### src/rtl/dcache_pkg.sv
// Shared data-cache types: requester port ids, arbiter state, arbiter defaults.
package dcache_pkg;

   localparam int XLEN = 32;

   // Longest run of lost arbitrations before a waiting port is forced to win.
   localparam int DCACHE_ARB_MAX_WAIT = 16;

   typedef enum logic [1:0] {
      PTW_PORT        = 2'd0,
      LOAD_UNIT_PORT  = 2'd1,
      STORE_UNIT_PORT = 2'd2
   } request_port_select_t;

   typedef enum logic [1:0] {
      ARB_IDLE,
      ARB_WAIT_GNT,
      ARB_BUSY
   } dcache_arb_state_t;

endpackage

### src/rtl/dcache_port_arbiter_if.sv
// Bundle between the CPU request ports, the arbiter and the cache controller.
//
// Handshake: a port raises port_req_i and holds it until it sees a one-cycle
// port_gnt_o pulse for itself. The arbiter raises cache_req_o and holds
// cache_port_sel_o stable until the controller pulses cache_gnt_i; the
// transaction then stays open until the controller pulses cache_done_i, in
// the same cycle of which port_rvalid_o/port_rdata_o reach the owning port.
// The master modport is the arbiter's view, the slave modport is the view of
// the ports plus the controller.
interface dcache_port_arbiter_if #(
   parameter int NumPorts = 3
);
   import dcache_pkg::*;

   logic [NumPorts-1:0]  port_req_i;
   logic [NumPorts-1:0]  port_gnt_o;
   logic [NumPorts-1:0]  port_rvalid_o;
   logic [XLEN-1:0]      port_rdata_o;
   logic                 cache_req_o;
   request_port_select_t cache_port_sel_o;
   logic                 cache_gnt_i;
   logic                 cache_done_i;
   logic [XLEN-1:0]      cache_rdata_i;
   logic                 busy_o;

   modport master (
      input  port_req_i, cache_gnt_i, cache_done_i, cache_rdata_i,
      output port_gnt_o, port_rvalid_o, port_rdata_o, cache_req_o,
             cache_port_sel_o, busy_o
   );

   modport slave (
      output port_req_i, cache_gnt_i, cache_done_i, cache_rdata_i,
      input  port_gnt_o, port_rvalid_o, port_rdata_o, cache_req_o,
             cache_port_sel_o, busy_o
   );

endinterface

### src/rtl/dcache_rr_select.sv
// Combinational winner pick: aged ports first (lowest index), then PTW when
// it has priority, then round-robin starting at rr_ptr.
module dcache_rr_select #(
   parameter int NumPorts = 3,
   parameter int IdxW     = 2
) (
   input  logic [NumPorts-1:0] req,
   input  logic [IdxW-1:0]     rr_ptr,
   input  logic [NumPorts-1:0] aged,
   input  logic                ptw_priority,
   output logic [NumPorts-1:0] winner_oh,
   output logic [IdxW-1:0]     winner_idx,
   output logic                valid
);

   logic [NumPorts-1:0] aged_req;

   assign aged_req = aged & req;

   // Scan loops run downwards so the last hit, i.e. the first in order, wins.
   always_comb begin
      int cand;
      cand       = 0;
      winner_idx = '0;
      valid      = |req;
      if (|aged_req) begin
         for (int i = NumPorts - 1; i >= 0; i--) begin
            if (aged_req[i]) winner_idx = IdxW'(i);
         end
      end else if (ptw_priority && req[0]) begin
         winner_idx = '0;
      end else begin
         for (int k = NumPorts - 1; k >= 0; k--) begin
            cand = (int'(rr_ptr) + k) % NumPorts;
            if (req[cand]) winner_idx = IdxW'(cand);
         end
      end
      winner_oh = valid ? (NumPorts'(1) << winner_idx) : '0;
   end

endmodule

### src/rtl/dcache_port_arbiter.sv
// Shares the single-request data-cache controller between PTW, load and store
// ports; owns the controller from selection until the completion pulse.
module dcache_port_arbiter
   import dcache_pkg::*;
#(
   parameter int NumPorts      = 3,
   parameter bit PtwPriority   = 1'b1,
   parameter int MaxWait       = DCACHE_ARB_MAX_WAIT,
   parameter bit EnableAsserts = 1'b1,
   localparam int AgeW         = $clog2(MaxWait + 1)
) (
   input  logic                         clk_i,
   input  logic                         rst_ni,
   dcache_port_arbiter_if.master        bus,
   output dcache_arb_state_t            dbg_state,
   output logic [NumPorts-1:0][AgeW-1:0] dbg_age,
   output logic                         dbg_proto_err
);

   localparam int IdxW = $bits(request_port_select_t);

   dcache_arb_state_t              state;
   request_port_select_t           owner;
   logic [IdxW-1:0]                rr_ptr;
   logic [NumPorts-1:0][AgeW-1:0]  age;

   logic [NumPorts-1:0] aged;
   logic [NumPorts-1:0] win_oh;
   logic [IdxW-1:0]     win_idx;
   logic                win_valid;
   logic [NumPorts-1:0] owner_oh;

   logic                cache_req;
   logic [IdxW-1:0]     sel;
   logic                gnt_fire;
   logic [NumPorts-1:0] port_gnt;
   logic [NumPorts-1:0] port_rvalid;
   logic [XLEN-1:0]     port_rdata;
   logic                busy;
   logic                done_err;
   logic                drop_err;

   // Next round-robin start after a grant, never landing on PTW when PTW has
   // its own priority lane.
   function automatic logic [IdxW-1:0] rr_after(input logic [IdxW-1:0] g);
      int n;
      n = (int'(g) + 1) % NumPorts;
      if (PtwPriority && n == 0) n = 1;
      return IdxW'(n);
   endfunction

   // A port is aged once its counter saturates.
   always_comb begin
      for (int i = 0; i < NumPorts; i++) aged[i] = (age[i] == AgeW'(MaxWait));
   end

   assign owner_oh = NumPorts'(1) << owner;

   dcache_rr_select #(
      .NumPorts (NumPorts),
      .IdxW     (IdxW)
   ) u_rr_select (
      .req          (bus.port_req_i),
      .rr_ptr       (rr_ptr),
      .aged         (aged),
      .ptw_priority (PtwPriority),
      .winner_oh    (win_oh),
      .winner_idx   (win_idx),
      .valid        (win_valid)
   );

   // Request, grant and completion routing; selection is live only in IDLE.
   always_comb begin
      cache_req   = 1'b0;
      sel         = owner;
      gnt_fire    = 1'b0;
      port_gnt    = '0;
      port_rvalid = '0;
      port_rdata  = '0;
      busy        = 1'b0;
      unique case (state)
         ARB_IDLE: begin
            if (win_valid) begin
               cache_req = 1'b1;
               sel       = win_idx;
               gnt_fire  = bus.cache_gnt_i;
               if (bus.cache_gnt_i) port_gnt = win_oh;
            end
         end
         ARB_WAIT_GNT: begin
            cache_req = 1'b1;
            gnt_fire  = bus.cache_gnt_i;
            if (bus.cache_gnt_i) port_gnt = owner_oh;
         end
         ARB_BUSY: begin
            busy = 1'b1;
            if (bus.cache_done_i) begin
               port_rvalid = owner_oh;
               port_rdata  = bus.cache_rdata_i;
            end
         end
         default: ;
      endcase
   end

   assign bus.cache_req_o      = cache_req;
   assign bus.cache_port_sel_o = request_port_select_t'(sel);
   assign bus.port_gnt_o       = port_gnt;
   assign bus.port_rvalid_o    = port_rvalid;
   assign bus.port_rdata_o     = port_rdata;
   assign bus.busy_o           = busy;

   // Ownership FSM: pick in IDLE, hold selection until gnt, hold until done.
   always_ff @(posedge clk_i or negedge rst_ni) begin
      if (!rst_ni) begin
         state <= ARB_IDLE;
         owner <= PTW_PORT;
      end else begin
         unique case (state)
            ARB_IDLE: begin
               if (win_valid) begin
                  owner <= request_port_select_t'(sel);
                  state <= bus.cache_gnt_i ? ARB_BUSY : ARB_WAIT_GNT;
               end
            end
            ARB_WAIT_GNT: if (bus.cache_gnt_i) state <= ARB_BUSY;
            ARB_BUSY:     if (bus.cache_done_i) state <= ARB_IDLE;
            default:      state <= ARB_IDLE;
         endcase
      end
   end

   // Fairness bookkeeping: losers age on every grant, idle ports forget.
   always_ff @(posedge clk_i or negedge rst_ni) begin
      if (!rst_ni) begin
         age    <= '0;
         rr_ptr <= IdxW'(LOAD_UNIT_PORT);
      end else begin
         for (int i = 0; i < NumPorts; i++) begin
            if (!bus.port_req_i[i]) begin
               age[i] <= '0;
            end else if (gnt_fire) begin
               if (sel == IdxW'(i))  age[i] <= '0;
               else if (!aged[i])    age[i] <= age[i] + AgeW'(1);
            end
         end
         if (gnt_fire && sel != IdxW'(PTW_PORT)) rr_ptr <= rr_after(sel);
      end
   end

   // A completion outside BUSY and an owner dropping its request while the
   // selection is frozen are both controller/port protocol violations.
   assign done_err = bus.cache_done_i && (state != ARB_BUSY);
   assign drop_err = (state == ARB_WAIT_GNT) && !(|(bus.port_req_i & owner_oh));

   assign dbg_state     = state;
   assign dbg_age       = age;
   assign dbg_proto_err = done_err | drop_err;

   if (EnableAsserts) begin : g_asserts
      a_done_only_in_busy : assert property (@(posedge clk_i) disable iff (!rst_ni) !done_err);
      a_owner_holds_req   : assert property (@(posedge clk_i) disable iff (!rst_ni) !drop_err);
   end

endmodule

### src/flat_wrapper.sv
// flat-port wrapper written by rule: the top's interface ports become plain ports
module dcache_port_arbiter_flat import dcache_pkg::*;
#(
   parameter int NumPorts      = 3,
   parameter bit PtwPriority   = 1'b1,
   parameter int MaxWait       = DCACHE_ARB_MAX_WAIT,
   parameter bit EnableAsserts = 1'b1,
   localparam int AgeW         = $clog2(MaxWait + 1)
)
  (clk_i, rst_ni, dbg_state, dbg_age, dbg_proto_err, bus_port_req_i, bus_cache_gnt_i, bus_cache_done_i, bus_cache_rdata_i, bus_port_gnt_o, bus_port_rvalid_o, bus_port_rdata_o, bus_cache_req_o, bus_cache_port_sel_o, bus_busy_o);
  dcache_port_arbiter_if #(.NumPorts(NumPorts)) bus_i ();
  input  logic clk_i;
  input  logic rst_ni;
  output dcache_arb_state_t dbg_state;
  output logic [NumPorts-1:0][AgeW-1:0] dbg_age;
  output logic dbg_proto_err;
  input wire logic [$bits(bus_i.port_req_i)-1:0] bus_port_req_i;
  input wire logic [$bits(bus_i.cache_gnt_i)-1:0] bus_cache_gnt_i;
  input wire logic [$bits(bus_i.cache_done_i)-1:0] bus_cache_done_i;
  input wire logic [$bits(bus_i.cache_rdata_i)-1:0] bus_cache_rdata_i;
  output wire logic [$bits(bus_i.port_gnt_o)-1:0] bus_port_gnt_o;
  output wire logic [$bits(bus_i.port_rvalid_o)-1:0] bus_port_rvalid_o;
  output wire logic [$bits(bus_i.port_rdata_o)-1:0] bus_port_rdata_o;
  output wire logic [$bits(bus_i.cache_req_o)-1:0] bus_cache_req_o;
  output wire logic [$bits(bus_i.cache_port_sel_o)-1:0] bus_cache_port_sel_o;
  output wire logic [$bits(bus_i.busy_o)-1:0] bus_busy_o;
  assign bus_i.port_req_i = bus_port_req_i;
  assign bus_i.cache_gnt_i = bus_cache_gnt_i;
  assign bus_i.cache_done_i = bus_cache_done_i;
  assign bus_i.cache_rdata_i = bus_cache_rdata_i;
  assign bus_port_gnt_o = bus_i.port_gnt_o;
  assign bus_port_rvalid_o = bus_i.port_rvalid_o;
  assign bus_port_rdata_o = bus_i.port_rdata_o;
  assign bus_cache_req_o = bus_i.cache_req_o;
  assign bus_cache_port_sel_o = bus_i.cache_port_sel_o;
  assign bus_busy_o = bus_i.busy_o;
  dcache_port_arbiter #(.NumPorts(NumPorts), .PtwPriority(PtwPriority), .MaxWait(MaxWait), .EnableAsserts(EnableAsserts)) u_core (.clk_i(clk_i), .rst_ni(rst_ni), .bus(bus_i), .dbg_state(dbg_state), .dbg_age(dbg_age), .dbg_proto_err(dbg_proto_err));
endmodule
### config.mk
export PLATFORM = sky130hd
export DESIGN_NAME = dcache_port_arbiter_flat
export DESIGN_NICKNAME = d
export VERILOG_FILES = /design/src/rtl/dcache_pkg.sv /design/src/rtl/dcache_port_arbiter_if.sv /design/src/rtl/dcache_rr_select.sv /design/src/rtl/dcache_port_arbiter.sv /design/src/flat_wrapper.sv
export SDC_FILE = /design/constraint.sdc
export NUM_CORES = 1
export LEC_CHECK = 0
export CELL_PAD_IN_SITES_DETAIL_PLACEMENT = 1
export CELL_PAD_IN_SITES_GLOBAL_PLACEMENT = 2
export CORE_MARGIN = 2
export CORE_UTILIZATION = 22
export CTS_CLUSTER_DIAMETER = 30
export CTS_CLUSTER_SIZE = 12
export DETAILED_ROUTE_END_ITERATION = 10
export GPL_TIMING_DRIVEN = 0
export PLACE_DENSITY = 0.9
export SETUP_SLACK_MARGIN = 0.3
export SYNTH_ARGS = -nofsm -noshare
export SYNTH_HDL_FRONTEND = slang
export SYNTH_SLANG_ARGS = --single-unit
### constraint.sdc
create_clock -name clk_i -period 6.1 [get_ports clk_i]
set_input_delay 1.22 -clock clk_i [delete_from_list [all_inputs] [get_ports clk_i]]
set_output_delay 1.22 -clock clk_i [all_outputs]
set_load 0.01 [all_outputs]
==> impl_metrics.ini <==
[yosys]
yosys_warnings = 0
synthArstFlopShare_pct = 100
yosys.area.top_type = dfrtp_1
synth_xor_xnor_area_share_pct = 1.46
synth_edf_count = 0
netlist.area_leader.share_pct = 27.8
postSynthAreaPerCell_sq_um = 8.16
yosysUniqueCellTypes = 51
synth-compound-area-share_pct = 19.2
synth_fp_nets = 269
synth_fa_ha_area_share_pct = 6.25
ys_seq_elements = 21
netlist_instances = 221
synthSimpleGateAreaFrac_pct = 36.6
synth_top_family_by_area = simple AND/OR/NAND/NOR gates
muxShareOfSynthArea_pct = 1.11
synthTopCellsByArea = dfrtp_1, and3_1, ha_1
ys_seq_area_share_pct = 29.2
ys.flop_type = dfrtp_1
syn_area_sq_um = 1800

[cells_and_area]
area_growth_pct = 64.3
utilization_pct = 36.6
finalInstanceArea_sq_um = 2960
final_cell_mix = clkdlybuf4s50_1, and3_1, dfrtp_1, nand2_1, inv_1
final_common_cell = clkdlybuf4s50_1
layout-drive-gt1-share_pct = 4.64
fin_nets = 372
antenna_cells = 0
final_cell_count_no_fill = 428

[sta]
rsz0062_at_grt = false
setup_viol = 0
tightestPinTransition_ns = 1.02
max_freq_ghz = 0.202
setup_tns_ns = 0
hold-worst-slack_ns = 0.550
finalClockSkew_ns = 0.00328
hold_violations = 0
max_slew_margin_pct = 31.7
finalCritPeriodShare_pct = 81.3
layout_setup_ws_ns = 1.14
fin_crit_ns = 4.96
maxSlewViolCount = 0

[worst_setup_path]
start_kind = input pin
crit_arrival_ns = 3.74
cp.required_ns = 4.88
path_class = in2out
r2r_cells = 8
crit_top_cell = clkdlybuf4s50_1
cpPeakStageDelay_ns = 0.60
cp_max_fo = 6
path_cells = clkdlybuf4s50_1, nand2_1, or4b_1, o211ai_2, a21boi_0, o21ai_1, clkdlybuf4s50_1
slowest_stage = clkdlybuf4s50_1
endpoint_kind = output port

[cts]
insertion_delay_ns = 0.27
cts_resized = 0
cts_buffer_depth = 2
cts_inserted_buffers = 3
clkTransAtPathRegs_ns = 0.08
cts_setup_buffers = 0
clock_sinks = 21
root_buffer = clkbuf_8
cts_tree = built
cts_hold_buffers = 0
htreeDepth = 1

[grt]
grt_pass1_wl_mm = 10.3
grt_usage_pct = 14.3
grt_max_degree = 22
antenna_found_initial = 0
grt_pass1_vias = 2098
grt-ovfl-total = 0

[pwr]
leakagePower_nw = 1.25
irDropWorstVdd_uv = 72.0
report.power.total_uw = 642
p_per_area_nw_per_um2 = 217

[routing]
drtIter0Drc = 60
via_per_inst = 4.91
dr.pass1.iters = 6
vias = 2100
routed_wl_mm = 6.39
ant_nets = 0
wire_per_inst_um = 14.9
drc = 0

[floorplan]
die_h_um = 94.5
die_w_um = 94.5
die_area_sq_um = 8940
start_util_pct = 22.3
io_pins = 99
rows = 33
core_sq_um = 8090

[placement]
routabilityCongestion = 0.854
io_buffers = 98
dp_cells = 424
dp_slack_ns = 1.13
dpl_cell_area_sq_um = 2920
post-dp-hpwl_mm = 5.13

[run]
maxCapViolCount = 0

[min_path]
hp-class = reg2reg
min_path_cells = 1

[outcome]
outcome = finished clean
-- cell usage after synthesis, types with 4 or more instances --
cell type,number
inv_1,16
ha_1,9
a21oi_1,5
and3_1,36
nor2b_1,7
o21ai_0,14
dfrtp_1,20
nand3_1,9
nand4_1,10
nor2_1,10
nand2_1,19
clkbuf_1,8
nand2b_1,5
nor3_1,4
-- worst max-delay path: cells and delay by family --
kind            cells  cell delay (ns)
buf+inv             2             1.17
simple gates        2             0.75
compound gates      3             0.58
-- power breakdown --
part           switching [mW]  internal (mW)
Combinational           0.185          0.172
Clock                  0.0516         0.0457
Sequential             0.0275          0.161
Total                   0.264          0.378
-- path summary, 6_finish.rpt --
path,start,endpoint,slack [ns]
worst max-delay path,bus_port_req_i[2],bus_port_gnt_o[0],1.14
worst min-delay path,u_core.dbg_age[4],u_core.dbg_age[4],0.55
worst max register to register,u_core.rr_ptr[0],u_core.dbg_age[13],3.51
worst min register to register,u_core.dbg_age[4],u_core.dbg_age[4],0.55
max in group asynchronous,rst_ni,u_core.dbg_age[14],3.98
min in group asynchronous,rst_ni,u_core.dbg_age[8],1.50
-- kinds of logic after synthesis --
family | count (synthesis)
adders and majority gates | 9
DFF | 21
buffers and inverters | 27
and+or+nand+nor | 112
AOI/OAI and AO/OA | 47
xor gates and xnor gates | 3
muxes | 2
-- flip-flops by register name (all words and copies together) (netlist names) --
name and count:
u_core.dbg_age 15, u_core.dbg_state 2, u_core.owner 2, u_core.rr_ptr 2
-- metal layers --
layer	up-vias	GRT usage (%)	part of all wire, %
met2	68	23.8	48
met1	1004	18.2	42
li1	1021	-	-
met5	-	0	0
met4	0	4.11	1.4
met3	7	4.07	8.2
-- final cells by class --
class | count | area [sq um]
plain buffers | 11 | 51.3
clock buffers | 3 | 41.3
fillers | 995 | 5130
inverters | 16 | 60.1
clock inverters | 1 | 5.00
flip-flops and latches | 21 | 527
repair buffers | 98 | 981
multi-input cells | 173 | 1160
well taps | 105 | 131
Power figures use the tool's default switching activity.
